**src/rtl/uart_pkg.sv**
```systemverilog
// Shared types and helpers for the UART receive path.
// Holds parity/FSM enums and the oversample divider calculation.
package uart_pkg;

  typedef enum logic [1:0] {
    PAR_NONE = 2'd0,
    PAR_ODD  = 2'd1,
    PAR_EVEN = 2'd2
  } parity_e;

  typedef enum logic [2:0] {
    IDLE       = 3'd0,
    START      = 3'd1,
    DATA       = 3'd2,
    PARITY     = 3'd3,
    STOP       = 3'd4,
    BREAK_WAIT = 3'd5
  } rx_state_e;

  // Clocks per oversample tick, rounded to nearest, never below 1.
  function automatic int uart_div(input int clk_mhz, input int baud, input int os);
    longint num;
    longint den;
    longint d;
    num = longint'(clk_mhz) * 64'd1000000;
    den = longint'(baud) * longint'(os);
    d   = (num + den / 2) / den;
    if (d < 1) d = 1;
    return int'(d);
  endfunction

endpackage

```
**src/rtl/uart_sync_fifo.sv**
```systemverilog
// Small synchronous FIFO; head is shown combinationally from storage.
// A push into a full FIFO is accepted only when a pop happens in the same cycle.
module uart_sync_fifo #(
  parameter int WIDTH = 10,
  parameter int DEPTH = 4
) (
  input  logic                     clk,
  input  logic                     reset,
  input  logic                     push,
  input  logic [WIDTH-1:0]         push_data,
  input  logic                     pop,
  output logic                     full,
  output logic                     empty,
  output logic [$clog2(DEPTH):0]   count,
  output logic [WIDTH-1:0]         head
);
  localparam int AW = $clog2(DEPTH);
  localparam int CW = AW + 1;

  logic [WIDTH-1:0] r_mem [DEPTH];
  logic [AW-1:0]    r_wr;
  logic [AW-1:0]    r_rd;
  logic [CW-1:0]    r_count;
  logic             w_do_pop;
  logic             w_do_push;

  assign empty     = (r_count == '0);
  assign full      = (r_count == CW'(DEPTH));
  assign w_do_pop  = pop & ~empty;
  assign w_do_push = push & (~full | w_do_pop);
  assign count     = r_count;
  assign head      = r_mem[r_rd];

  always_ff @(posedge clk or posedge reset) begin
    if (reset) begin
      for (int i = 0; i < DEPTH; i++) r_mem[i] <= '0;
      r_wr    <= '0;
      r_rd    <= '0;
      r_count <= '0;
    end else begin
      if (w_do_push) begin
        r_mem[r_wr] <= push_data;
        r_wr        <= r_wr + 1'b1;
      end
      if (w_do_pop) r_rd <= r_rd + 1'b1;
      case ({w_do_push, w_do_pop})
        2'b10:   r_count <= r_count + 1'b1;
        2'b01:   r_count <= r_count - 1'b1;
        default: r_count <= r_count;
      endcase
    end
  end

endmodule

```
**src/rtl/uart_rx_decoder.sv**
```systemverilog
// Oversampling UART receiver with majority-vote bit decisions, parity/frame/break
// detection and a small output FIFO behind a valid/ready interface.
module uart_rx_decoder
  import uart_pkg::*;
#(
  parameter int CLK_FREQ_MHZ = 27,
  parameter int BAUD_RATE    = 115200,
  parameter int OVERSAMPLE   = 16,
  parameter int DATA_BITS    = 8,
  parameter int PARITY       = 0,
  parameter int STOP_BITS    = 1,
  parameter int FIFO_DEPTH   = 4
) (
  input  logic                          clk,
  input  logic                          reset,
  input  logic                          uart_rx,
  output logic                          out_valid,
  input  logic                          out_ready,
  output logic [DATA_BITS-1:0]          out_data,
  output logic                          out_frame_err,
  output logic                          out_parity_err,
  output logic                          overrun,
  output logic                          line_break,
  output logic [$clog2(FIFO_DEPTH):0]   fifo_count,
  output logic [2:0]                    dbg_state
);
  localparam int DIV = uart_div(CLK_FREQ_MHZ, BAUD_RATE, OVERSAMPLE);
  localparam int DW  = (DIV > 1) ? $clog2(DIV) : 1;
  localparam int OW  = $clog2(OVERSAMPLE);
  localparam int BW  = (DATA_BITS > 1) ? $clog2(DATA_BITS) : 1;
  localparam int FW  = DATA_BITS + 2;
  localparam logic [DW-1:0] DIV_LAST = DW'(DIV - 1);
  localparam logic [OW-1:0] OS_LAST  = OW'(OVERSAMPLE - 1);
  localparam logic [OW-1:0] OS_S0    = OW'(OVERSAMPLE / 2 - 1);
  localparam logic [OW-1:0] OS_S1    = OW'(OVERSAMPLE / 2);
  localparam logic [OW-1:0] OS_DEC   = OW'(OVERSAMPLE / 2 + 1);
  localparam logic [BW-1:0] BIT_LAST = BW'(DATA_BITS - 1);
  localparam bit            HAS_PAR  = (PARITY != int'(PAR_NONE));
  localparam logic          ODD_SENSE = (PARITY == int'(PAR_ODD));

  logic                 r_sync1, r_sync2, r_rx_d;
  logic [1:0]           r_samp;
  logic [DW-1:0]        r_div_cnt;
  logic [OW-1:0]        r_os_cnt;
  logic [BW-1:0]        r_bit_cnt;
  logic                 r_stop_cnt;
  logic [DATA_BITS-1:0] r_shift;
  logic                 r_par_bit;
  logic                 r_ferr;
  rx_state_e            r_state, w_next;

  logic                 w_fall, w_start, w_tick, w_dec, w_bit;
  logic                 w_last_stop, w_is_break, w_push, w_perr;
  logic                 w_pop, w_full, w_empty;
  logic [FW-1:0]        w_push_data, w_head;

  // Synchronizer and edge history idle high so reset release never looks like a start bit.
  always_ff @(posedge clk or posedge reset) begin
    if (reset) begin
      r_sync1 <= 1'b1;
      r_sync2 <= 1'b1;
      r_rx_d  <= 1'b1;
    end else begin
      r_sync1 <= uart_rx;
      r_sync2 <= r_sync1;
      r_rx_d  <= r_sync2;
    end
  end

  assign w_fall  = r_rx_d & ~r_sync2;
  assign w_start = (r_state == IDLE) & w_fall;
  assign w_tick  = (r_div_cnt == DIV_LAST);
  assign w_dec   = w_tick & (r_os_cnt == OS_DEC);
  assign w_bit   = (r_samp[1] & r_samp[0]) | (r_samp[1] & r_sync2) | (r_samp[0] & r_sync2);

  always_ff @(posedge clk or posedge reset) begin
    if (reset) begin
      r_div_cnt <= '0;
      r_os_cnt  <= '0;
      r_samp    <= 2'b11;
    end else begin
      if (w_start || w_tick) r_div_cnt <= '0;
      else                   r_div_cnt <= r_div_cnt + 1'b1;
      if (w_start)     r_os_cnt <= '0;
      else if (w_tick) r_os_cnt <= (r_os_cnt == OS_LAST) ? '0 : r_os_cnt + 1'b1;
      if (w_tick && (r_os_cnt == OS_S0 || r_os_cnt == OS_S1)) r_samp <= {r_samp[0], r_sync2};
    end
  end

  always_ff @(posedge clk or posedge reset) begin
    if (reset) r_state <= IDLE;
    else       r_state <= w_next;
  end

  always_comb begin
    w_next = r_state;
    case (r_state)
      IDLE:             if (w_fall) w_next = START;
      START:            if (w_dec) w_next = w_bit ? IDLE : DATA;
      DATA:             if (w_dec && r_bit_cnt == BIT_LAST) w_next = HAS_PAR ? uart_pkg::PARITY : STOP;
      uart_pkg::PARITY: if (w_dec) w_next = STOP;
      STOP: begin
        if (w_is_break)       w_next = BREAK_WAIT;
        else if (w_push)      w_next = IDLE;
      end
      BREAK_WAIT:       if (r_sync2) w_next = IDLE;
      default:          w_next = IDLE;
    endcase
  end

  // A break is recognised on the first stop bit and pushed immediately.
  always_comb begin
    w_last_stop = (STOP_BITS == 1) || r_stop_cnt;
    w_is_break  = 1'b0;
    w_push      = 1'b0;
    if (r_state == STOP && w_dec) begin
      w_is_break = ~r_stop_cnt & ~w_bit & (r_shift == '0) & (~HAS_PAR | ~r_par_bit);
      w_push     = w_last_stop | w_is_break;
    end
  end

  always_ff @(posedge clk or posedge reset) begin
    if (reset) begin
      r_bit_cnt  <= '0;
      r_stop_cnt <= 1'b0;
      r_shift    <= '0;
      r_par_bit  <= 1'b0;
      r_ferr     <= 1'b0;
    end else begin
      if (w_start) begin
        r_bit_cnt  <= '0;
        r_stop_cnt <= 1'b0;
        r_par_bit  <= 1'b0;
        r_ferr     <= 1'b0;
      end
      if (w_dec) begin
        case (r_state)
          DATA: begin
            r_shift   <= {w_bit, r_shift[DATA_BITS-1:1]};
            r_bit_cnt <= r_bit_cnt + 1'b1;
          end
          uart_pkg::PARITY: r_par_bit <= w_bit;
          STOP: begin
            r_stop_cnt <= 1'b1;
            r_ferr     <= r_ferr | ~w_bit;
          end
          default: ;
        endcase
      end
    end
  end

  assign w_perr      = HAS_PAR && (((^r_shift) ^ r_par_bit) != ODD_SENSE);
  assign w_push_data = {w_perr, r_ferr | ~w_bit, r_shift};
  assign w_pop       = out_valid & out_ready;

  uart_sync_fifo #(
    .WIDTH (FW),
    .DEPTH (FIFO_DEPTH)
  ) u_fifo (
    .clk       (clk),
    .reset     (reset),
    .push      (w_push),
    .push_data (w_push_data),
    .pop       (w_pop),
    .full      (w_full),
    .empty     (w_empty),
    .count     (fifo_count),
    .head      (w_head)
  );

  assign out_valid      = ~w_empty;
  assign out_data       = w_head[DATA_BITS-1:0];
  assign out_frame_err  = w_head[DATA_BITS];
  assign out_parity_err = w_head[DATA_BITS+1];
  assign overrun        = w_push & w_full & ~w_pop;
  assign line_break     = w_push & w_is_break;
  assign dbg_state      = r_state;

endmodule
```
**config.mk**
```make
export PLATFORM = sky130hd
export DESIGN_NAME = uart_rx_decoder
export DESIGN_NICKNAME = d
export VERILOG_FILES = /design/src/rtl/uart_pkg.sv /design/src/rtl/uart_sync_fifo.sv /design/src/rtl/uart_rx_decoder.sv
export SDC_FILE = /design/constraint.sdc
export NUM_CORES = 1
export LEC_CHECK = 0
export CAP_MARGIN = 20
export CORE_UTILIZATION = 60
export DETAILED_ROUTE_END_ITERATION = 8
export PLACE_DENSITY = 0.84
export SLEW_MARGIN = 20
export SYNTH_ARGS = -nofsm -noshare
export SYNTH_HDL_FRONTEND = slang
export SYNTH_SLANG_ARGS = --single-unit
export TNS_END_PERCENT = 50
```
**constraint.sdc**
```tcl
create_clock -name clk -period 4.3 [get_ports clk]
set_input_delay 1.29 -clock clk [delete_from_list [all_inputs] [get_ports clk]]
set_output_delay 1.29 -clock clk [all_outputs]
set_load 0.005 [all_outputs]
```
==> results of run 1 <==
-- synth_stat cells, types with 2 or more instances --
cell type / number
dfrtp_1: 67
mux2_2: 44
inv_1: 14
ha_1: 12
mux4_2: 9
nand2_1: 9
nor2_1: 9
a21oi_1: 8
o21ai_0: 8
dfstp_2: 5
nand3_1: 5
or4_1: 5
xor2_1: 5
clkbuf_1: 4
nand2_2: 4
nand2b_1: 4
xnor2_1: 4
nand3b_1: 3
nor3_1: 3
or3_1: 3
buf_4: 2
mux2_1: 2
or3b_2: 2
-- area by class of cell --
cell class / count / area, um^2
tap: 70 / 87.6
multi-input combinational: 159 / 1480
fill: 347 / 1380
timing repair buffer: 24 / 244
sequential: 72 / 1810
inverter: 14 / 52.6
clock inverter: 5 / 80.1
clock buffer: 11 / 141
-- metrics by stage --
step                hold WS, ns  cell area [um^2]
CTS                       0.362              3890
finish                    0.355              3890
floorplan                 0.345              3370
global placement          0.347              3670
global route              0.368              3890
detailed placement        0.348              3670
-- worst register-to-register path, stage by stage, from the launching register on --
cell and delay (ns):
dfrtp_1 0.41, inv_1 0.10, ha_1 0.14, nand3b_1 0.21
or3_1 0.48, or3b_2 0.50, ha_1 0.24, inv_1 0.08
fa_1 0.19, xor2_1 0.16, nor2_1 0.06, xor2_1 0.13
-- layer usage --
layer | GRT usage [%] | wire length [um] | vias up
li1 | - | - | 958
met3 | 5.48 | 179 | 11
met1 | 29.3 | 2630 | 1046
met5 | 0 | 0 | -
met4 | 11.3 | 136 | 0
met2 | 36.5 | 2930 | 52
-- registers in the layout, summed over array words and instances, names as in the netlist, 2 cells and up --
| signal | cells |
|---|---|
| r_div_cnt | 4 |
| r_os_cnt | 4 |
| u_fifo.r_rd | 2 |
| dbg_state | 3 |
| r_samp | 2 |
| u_fifo.r_mem | 36 |
| u_fifo.count | 3 |
| r_shift | 8 |
| r_bit_cnt | 3 |
| u_fifo.r_wr | 2 |
-- kinds of logic (layout without fill, tap and decap cells) --
group | count (synthesis) | in the layout
muxes | 55 | 55
other | 1 | 1
and+or+nand+nor | 56 | 56
xor gates and xnor gates | 9 | 9
DFF | 72 | 72
adders and majority gates | 14 | 14
buffers and inverters | 21 | 54
AOI/OAI and AO/OA | 24 | 24
-- final timing paths --
check | cells past startpoint | startpoint | to | slack (ns)
hold reg to reg | 0 | r_sync1$_DFF_PP1_ | r_sync2$_DFF_PP1_ | 0.36
setup reg to reg | 11 | r_os_cnt[1]$_DFFE_PP0N_ | u_fifo.count[2]$_DFFE_PP0P_ | 1.50
min in group asynchronous | 2 | reset | u_fifo.r_wr[1]$_DFFE_PP0P_ | 1.26
hold / removal | 0 | r_sync1$_DFF_PP1_ | r_sync2$_DFF_PP1_ | 0.36
max in group asynchronous | 3 | reset | r_sync1$_DFF_PP1_ | 2.39
setup / recovery | 4 | out_ready | overrun | 0.23
-- power by group through the flow --
stage | registers (W) | logic [W] | clock network, W
finish | 0.000846 | 0.000268 | 0.000587
floorplan | 0.000795 | 0.000225 | 0
global route | 0.000861 | 0.000307 | 0.000624
detailed placement | 0.000860 | 0.000266 | 0
global placement | 0.000855 | 0.000253 | 0
CTS | 0.000849 | 0.000273 | 0.000595
-- timing repair --
action	4_1_cts	5_1_grt
resized for setup	2	0
setup buffers	0	0
endpoints found under the setup margin	1	0
==> run metrics, run 1 <==
cells taking the most area after synthesis dfrtp_1 (50%), mux2_2 (15%), mux4_2 (6.0%), ha_1 (4.5%), dfstp_2 (3.9%); Total Wirelength 5.88 mm; status completed; post-DP HPWL 3.94 mm; Tightest Pin Transition 0.692 ns; Setup CP Type input pin to output port; Tot Pwr 0.00170 W; area leader, netlist dfrtp_1; power share of the clock group 34.5%; Reg power frac 49.7%; core area 5270 um^2; post-synthesis net count 269; Hold WC Path Type register to register; initial antenna violation count 0; die width 76.9 um; power per cell area 437 nW/um^2; Synth Flop Type dfrtp_1; sw frac 27.6%; utilization of the core after routing 73.9%; Max VDD drop 0.297 mV; CP max FO 2; crit path time final 4.07 ns; vias in the first global route 2076; Syn Area/Cell 13.4 um^2; relative slew slack 53.9%; commonest non-fill, non-tap cell in the layout dfrtp_1; EDFF count, synth 0; 1st-iter DRT viols 143; startpoint types input pin; Ys Warns 0; Cells after Synth 252; Critical Path RT 3.01 ns; Site Rows 26; drt wl/cell 16.6 um; fmax 0.246 GHz; worst slack, placed -0.0659 ns; post-synthesis instance area 3370 um^2; async set-reset flop share out of synthesis 100%; Final Hold Fails 0; Logic pwr share 15.8%; clk slew on worst S/H paths 0.07 ns; die height 76.9 um; Post-CTS Hold Buffers 0; Worst Path Buf+Inv 2; antenna violation net count after detailed routing 0; Vias 2067; Post-Route Setup TNS 0 ns; fin. max-slew vios 0; CP arrival 2.78 ns; fin crit share 94.6%; Largest delay share family, worst path simple AND/OR/NAND/NOR gates; max-cap violation count 0; endpoints failing setup 0; CTS tree built; adder-cell area share of the yosys netlist 5.35%; Final Skew 0.00550 ns; Sw Pwr 0.000470 W; Sink Count 72; most frequent cells in the layout dfrtp_1 (67), mux2_2 (44), clkdlybuf4s50_1 (20), inv_1 (13), ha_1 (12); first-pass GRT wire length 10.1 mm; XOR/XNOR Fraction of Synth Area 2.34%; largest family of logic cells by synthesized area multiplexers; largest net degree at the start of global routing 58; GP Congestion 0.848; gr usage total 22.9%; Final WS setup 0.233 ns; mux contribution to synthesized area 21.4%; ratio of cells with drive above 1 in the final layout 30.9%; Cells after DPL 339; cts bufs inserted 9; Crit-path slowest cell or4b_2; Synth Area in Simple Gates 10.2%; top-area cell type share of the netlist area 49.8%; max incr delay on CP 0.64 ns; Starting Density 63.9%; Yosys reg bits 72; Netlist cell types 44; clock insertion delay at the later pin of the skew report 0.35 ns; CP Cell Sequence clkdlybuf4s50_1, or4b_2, nor3_2, dlygate4sd2_1; post-synthesis compound-gate area fraction 4.35%; final non-filler cell total 355; synthesis-to-finish area growth 15.6%; # diodes 0; global route overflow 0; IO Count 23; TritonRoute pass-1 iters 4; Clock Tree Buf Depth 2; Via density 5.82; post-synthesis sequential area ratio 53.7%; CTS H-tree lvls 3; Internal Power 0.00123 W; Crit. End Element output port; IO buf count 21; RSZ-0062 raised after global routing no; drt drc 0; root buf cell clkbuf_8; nets@finish 297; Total Die Area 5920 um^2; Leakage 1.83 nW
No activity file was read; power rests on OpenSTA's default activity.
==> run 2, diff against run 1 <==
Settings changed: SYNTH_HIERARCHICAL set to 1.
==> run metrics, run 2 <==
Largest regs u_fifo/r_mem: 40 flops, r_shift: 8 flops (was u_fifo.r_mem: 36 flops, r_shift: 8 flops); IO Count 23 (unchanged); utilization of the core after routing 72.7% (was 73.9%); Synth top cells by count dfrtp_1 (71), mux2_2 (51), nand2_1 (18) (was dfrtp_1 (67), mux2_2 (44), inv_1 (14)); # Post-CTS Setup Buffers 0 (unchanged); max FFs per register 40 (was 36); fin. max-slew vios 0 (unchanged); Clock Tree Buf Depth 2 (unchanged); met2 global-route usage 37.2% (was 36.5%); CP max FO 3 (was 2); drt drc 0 (unchanged); fmax 0.243 GHz (was 0.246 GHz); Synth Flop Type dfrtp_1 (unchanged); fin crit share 95.8% (was 94.6%); Ys Warns 6 (was 0); root buf cell clkbuf_8 (unchanged); Setup CP Type input pin to output port (unchanged); CP arrival 2.83 ns (was 2.78 ns); antenna violation net count after detailed routing 0 (unchanged); EDFF count, synth 0 (unchanged); fillers 374 (was 347); top-area cell type share of the netlist area 49.4% (was 49.8%); vias in the first global route 2220 (was 2076); status completed (unchanged); max-cap violation count 0 (unchanged); Cells after Synth 267 (was 252); Total Wirelength 6.22 mm (was 5.88 mm); Post-Route Setup TNS 0 ns (unchanged); placed cell areas 3890 um^2 (was 3670 um^2); core area 5640 um^2 (was 5270 um^2); global route overflow 0 (unchanged); Worst Path Buf+Inv 2 (unchanged); power per cell area 436 nW/um^2 (was 437 nW/um^2); Crit-path slowest cell clkdlybuf4s50_1 (was or4b_2); first-pass GRT wire length 10.7 mm (was 10.1 mm); Post-CTS Hold Buffers 0 (unchanged); critical path's most frequent cell clkdlybuf4s50_1; Max VDD drop 0.456 mV (was 0.297 mV); GR Util met3 8.23% (was 5.48%); CP Cell Sequence clkdlybuf4s50_1, nor2b_1, nor4b_1, clkdlybuf4s50_1 (was clkdlybuf4s50_1, or4b_2, nor3_2, dlygate4sd2_1); IO buf count 22 (was 21); CTS H-tree lvls 3 (unchanged); worst slack, placed 0.182 ns (was -0.0659 ns); post-synthesis sequential area ratio 53.1% (was 53.7%); area leader, netlist dfrtp_1 (unchanged); most frequent cells in the layout dfrtp_1 (71), mux2_2 (51), clkdlybuf4s50_1 (22), nand2_1 (18), nor2_1 (17) (was dfrtp_1 (67), mux2_2 (44), clkdlybuf4s50_1 (20), inv_1 (13), ha_1 (12)); cell with the most instances after synthesis dfrtp_1 (unchanged); grt met1 use 29.9% (was 29.3%); post-synthesis instance area 3590 um^2 (was 3370 um^2); ratio of cells with drive above 1 in the final layout 31.8% (was 30.9%); gr usage total 23.3% (was 22.9%); nets@finish 317 (was 297); CTS tree built (unchanged); clock insertion delay at the later pin of the skew report 0.35 ns (about the same); die width 79.4 um (was 76.9 um); Crit. End Element output port (unchanged); post-DP HPWL 4.22 mm (was 3.94 mm); relative slew slack 38.0% (was 53.9%); synthesis-to-finish area growth 14.2% (was 15.6%); max incr delay on CP 0.58 ns (was 0.64 ns); Syn Area/Cell 13.5 um^2 (was 13.4 um^2); cts bufs inserted 9 (unchanged); Largest delay share family, worst path buffers and inverters (was simple AND/OR/NAND/NOR gates); Design Area, Final 4100 um^2 (was 3890 um^2); Sink Count 76 (was 72); Starting Density 63.7% (was 63.9%); clk slew on worst S/H paths 0.07 ns (about the same); Resized cells post-CTS 0 (was 2); cells taking the most area after synthesis dfrtp_1 (49%), mux2_2 (16%), mux4_2 (6.3%), ha_1 (4.2%), dfstp_2 (3.7%) (was dfrtp_1 (50%), mux2_2 (15%), mux4_2 (6.0%), ha_1 (4.5%), dfstp_2 (3.9%)); Final WS setup 0.182 ns (was 0.233 ns); commonest non-fill, non-tap cell in the layout dfrtp_1 (unchanged); Leakage 1.90 nW (was 1.83 nW); die height 79.4 um (was 76.9 um); initial antenna violation count 0 (unchanged); TritonRoute pass-1 iters 4 (unchanged); Tot Pwr 0.00179 W (was 0.00170 W); Vias 2183 (was 2067); GP Congestion 0.813 (was 0.848); Tightest Pin Transition 0.925 ns (was 0.692 ns); Via density 5.79 (was 5.82); endpoints failing setup 0 (unchanged); Critical Path RT 3.01 ns (about the same); startpoint types input pin (unchanged); Total Die Area 6300 um^2 (was 5920 um^2); Final Hold Fails 0 (unchanged); largest net degree at the start of global routing 31 (was 58); Yosys reg bits 76 (was 72); drt wl/cell 16.5 um (was 16.6 um); RSZ-0062 raised after global routing no (unchanged); Final Skew 0.00819 ns (was 0.00550 ns); async set-reset flop share out of synthesis 100% (unchanged); most flop-heavy register u_fifo/r_mem (was u_fifo.r_mem); Site Rows 27 (was 26); Netlist cell types 46 (was 44); crit path time final 4.12 ns (was 4.07 ns); area of the multi-input gates 1600 um^2 (was 1480 um^2); Register Area 1910 um^2 (was 1810 um^2); GR peak layer met2 (unchanged); # diodes 0 (unchanged); 1st-iter DRT viols 58 (was 143); Hold WC Path Type register to register (unchanged)
==> run 2: changes by cell type after synthesis, moves of 3 or more <==
| cell | previous run | this run |
|---|---|---|
| nand2_1 | 9 | 18 |
| nor2_1 | 9 | 17 |
| mux2_2 | 44 | 51 |
| clkbuf_1 | 4 | 0 |
| dfrtp_1 | 67 | 71 |
| nand2_2 | 4 | 0 |
| nor2_2 | 0 | 4 |
| buf_2 | 0 | 3 |
| nand3_1 | 5 | 2 |
| o21ai_0 | 8 | 5 |
| or3_1 | 3 | 0 |
| or4_1 | 5 | 2 |
==> run 2: power breakdown <==
part | internal, W | switching (W)
combinational | 0.000186 | 0.000136
sequential | 0.000775 | 0.000122
clock | 0.000325 | 0.000247
total | 0.00129 | 0.000505
==> run 2: per-layer routing <==
metal  part of all wire [%]  routed length [um]
met2                     49                3040
met3                    4.7                 294
met5                      0                   0
met1                     45                2780
met4                    1.6                 100
==> run 2: worst reg2reg max path, stage by stage, from the launching register on <==
cell,delay [ns]
dfrtp_1,0.42
inv_1,0.07
ha_1,0.15
and3_1,0.24
nand3_2,0.28
nor2_1,0.37
or2b_2,0.38
ha_1,0.22
inv_1,0.07
fa_1,0.18
xor2_1,0.15
nor2_1,0.07
xor2_1,0.14
==> run 2: path summary, 6_finish.rpt <==
path,slack [ns],to,startpoint,cells past startpoint
setup / recovery,0.18,overrun,out_ready,4
hold / removal,0.36,r_sync2$_DFF_PP1_,r_sync1$_DFF_PP1_,0
max in group asynchronous,2.22,u_fifo/r_mem[27]$_DFFE_PP0P_,reset,3
min in group asynchronous,1.32,r_shift[2]$_DFFE_PP0P_,reset,2
setup reg to reg,1.42,u_fifo/count[2]$_DFFE_PP0P_,r_div_cnt[0]$_DFF_PP0_,12
hold reg to reg,0.36,r_sync2$_DFF_PP1_,r_sync1$_DFF_PP1_,0
==> run 2: final cells by class <==
type	count	area share [%]
flip-flops and latches	76	46.5
clock inverters	5	1.89
inverters	12	1.10
well taps	72	2.20
multi-input cells	176	39.0
clock buffers	11	3.20
repair buffers	25	6.10
==> run 2: cells by family (layout without fill, tap and decap cells) <==
kind of cell / count (synthesis) / count (layout) / synth area share [%]
flip-flops: 76 / 76 / 53.1
AND/OR/NAND/NOR: 66 / 66 / 10.7
multiplexers: 63 / 63 / 22.8
AO/OA/AOI/OAI: 20 / 20 / 3.38
buffers and inverters: 18 / 53 / 2.68
adder cells (fa/ha/maj): 14 / 14 / 5.12
XOR/XNOR: 9 / 9 / 2.19
other: 1 / 4 / 0.104
==> run 2: through the flow <==
stage	std cells	hold slack [ns]
floorplan	270	0.345
global placement	360	0.347
detailed placement	361	0.347
CTS	377	0.357
global route	377	0.365
finish	377	0.356
==> run 3, diff against run 2 <==
Clock period 4.3 ns to 5.2 ns, I/O delays scaled along.
==> run metrics, run 3 (same netlist as run 2, synthesis figures left out) <==
Tot Pwr 0.00154 W (was 0.00179 W); relative slew slack 38.2% (was 38.0%); status completed (unchanged); Total Wirelength 6.44 mm (was 6.22 mm); die width 79.4 um (unchanged); critical register-to-register path startpoint r_div_cnt[0]$_DFF_PP0_ (unchanged); max incr delay on CP 0.55 ns (was 0.58 ns); CP Cell Sequence clkdlybuf4s50_1, nor2b_1, nor4b_1, clkdlybuf4s50_1 (unchanged); Final Skew 0.00790 ns (was 0.00819 ns); core area 5640 um^2 (unchanged); max FFs per register 40 (unchanged); CP arrival 2.99 ns (was 2.83 ns); Post-CTS Hold Buffers 0 (unchanged); cts bufs inserted 9 (unchanged); # Post-CTS Setup Buffers 0 (unchanged); RSZ-0062 raised after global routing no (unchanged); Site Rows 27 (unchanged); # diodes 0 (unchanged); TritonRoute pass-1 iters 4 (unchanged); Total Die Area 6300 um^2 (unchanged); nets@finish 315 (was 317); endpoints failing setup 0 (unchanged); fmax 0.220 GHz; IO Count 23 (unchanged); Worst Path Buf+Inv 2 (unchanged); Post-Route Setup TNS 0 ns (unchanged); max-cap violation count 0 (unchanged); IO buf count 22 (unchanged); Resized cells post-CTS 0 (unchanged); Largest delay share family, worst path buffers and inverters (unchanged); Vias 2187 (was 2183); commonest non-fill, non-tap cell in the layout dfrtp_1 (unchanged); critical path's most frequent cell clkdlybuf4s50_1 (unchanged); Crit. End Element output port (unchanged); power per cell area 375 nW/um^2 (was 436 nW/um^2); antenna violation net count after detailed routing 0 (unchanged); crit path time final 4.55 ns; fin. max-slew vios 0 (unchanged); Final Hold Fails 0 (unchanged); critical path launch point out_ready (unchanged); CP Depth 4 (unchanged); Clock Tree Buf Depth 2 (unchanged); Max VDD drop 0.291 mV (was 0.456 mV); largest net degree at the start of global routing 48 (was 31); vias in the first global route 2224 (was 2220); Crit-path slowest cell clkdlybuf4s50_1 (unchanged); CTS H-tree lvls 3 (unchanged); GP Congestion 0.803 (was 0.813); Setup CP Type input pin to output port (unchanged); Largest regs u_fifo/r_mem: 40 flops, r_shift: 8 flops (unchanged); 1st-iter DRT viols 79 (was 58); Final WS setup 0.646 ns (was 0.182 ns); Via density 5.85 (was 5.79); CP max FO 3 (unchanged); fin crit share 87.6%; Hold Path Stages 0 (unchanged); initial antenna violation count 0 (unchanged); gr usage total 24.0% (was 23.3%); CTS tree built (unchanged); Cells after DPL 359 (was 361); Hold WC Path Type register to register (unchanged); root buf cell clkbuf_8 (unchanged); drt drc 0 (unchanged); final non-filler cell total 374 (was 377); Tightest Pin Transition 0.922 ns (was 0.925 ns); worst slack, placed 0.660 ns (was 0.182 ns); global route overflow 0 (unchanged); Hold Slack 0.358 ns (was 0.356 ns); post-DP HPWL 4.25 mm (was 4.22 mm); ratio of cells with drive above 1 in the final layout 31.8% (about the same); Sink Count 76 (unchanged); synthesis-to-finish area growth 14.3% (was 14.2%); Critical Path RT 3.64 ns (was 3.01 ns); Leakage 1.90 nW (about the same); drt wl/cell 17.2 um (was 16.5 um); clk slew on worst S/H paths 0.07 ns (about the same); most frequent cells in the layout dfrtp_1 (71), mux2_2 (51), clkdlybuf4s50_1 (22), nand2_1 (18), nor2_1 (17) (unchanged); Starting Density 63.7% (unchanged); hold_sp r_sync1$_DFF_PP1_ (unchanged); worst r2r path cells 12 (unchanged); clock insertion delay at the later pin of the skew report 0.35 ns (about the same); first-pass GRT wire length 11.0 mm (was 10.7 mm); startpoint types input pin (unchanged); die height 79.4 um (unchanged); most flop-heavy register u_fifo/r_mem (unchanged)
[run 3: cell types whose count changed in the layout (fill, tap and decap cells not counted)]
| cell | before | now |
|---|---|---|
| bufinv_16 | 2 | 3 |
| buf_8 | 1 | 0 |
| buf_4 | 2 | 1 |
| clkbuf_1 | 2 | 0 |
| inv_1 | 11 | 10 |
| clkinv_1 | 0 | 1 |
| clkbuf_8 | 9 | 10 |
| clkinvlp_4 | 1 | 0 |
[run 3: metrics by stage]
step           utilization (%)  area, um^2
2_1_floorplan                -        3610
3_3_place_gp              68.6        3870
3_5_place_dp              68.6        3870
4_1_cts                   72.9        4110
5_1_grt                   72.9        4110
6_report                  72.9        4110
[run 3: layout make-up]
cell class | instances | area (um^2)
Sequential cell | 76 | 1910
Multi-Input combinational cell | 176 | 1600
Fill cell | 378 | 1530
Timing Repair Buffer | 23 | 228
Clock buffer | 10 | 138
Clock inverter | 5 | 100
Tap cell | 72 | 90.1
Inverter | 12 | 45.0
[run 3: routing by layer]
layer / routed length, um / GRT usage [%] / vias to the layer above
met5: 0 / 0 / -
li1: - / - / 1012
met1: 2960 / 31.9 / 1125
met4: 108 / 9.27 / 0
met2: 3150 / 37.5 / 40
met3: 224 / 6.86 / 10
[run 3: where the power goes]
group	switching [W]	internal (W)	total [W]
Combinational	0.000112	0.000152	0.000264
Clock	0.000208	0.000327	0.000535
Sequential	0.000101	0.000641	0.000742
[run 3: path summary, 6_finish.rpt]
| path | end | slack (ns) |
|---|---|---|
| min reg2reg | r_sync2$_DFF_PP1_ | 0.36 |
| min in group asynchronous | r_shift[0]$_DFFE_PP0P_ | 1.65 |
| max in group asynchronous | u_fifo/r_mem[17]$_DFFE_PP0P_ | 3.06 |
| max reg2reg | u_fifo/count[2]$_DFFE_PP0P_ | 2.30 |
| max | overrun | 0.65 |
| min | r_sync2$_DFF_PP1_ | 0.36 |
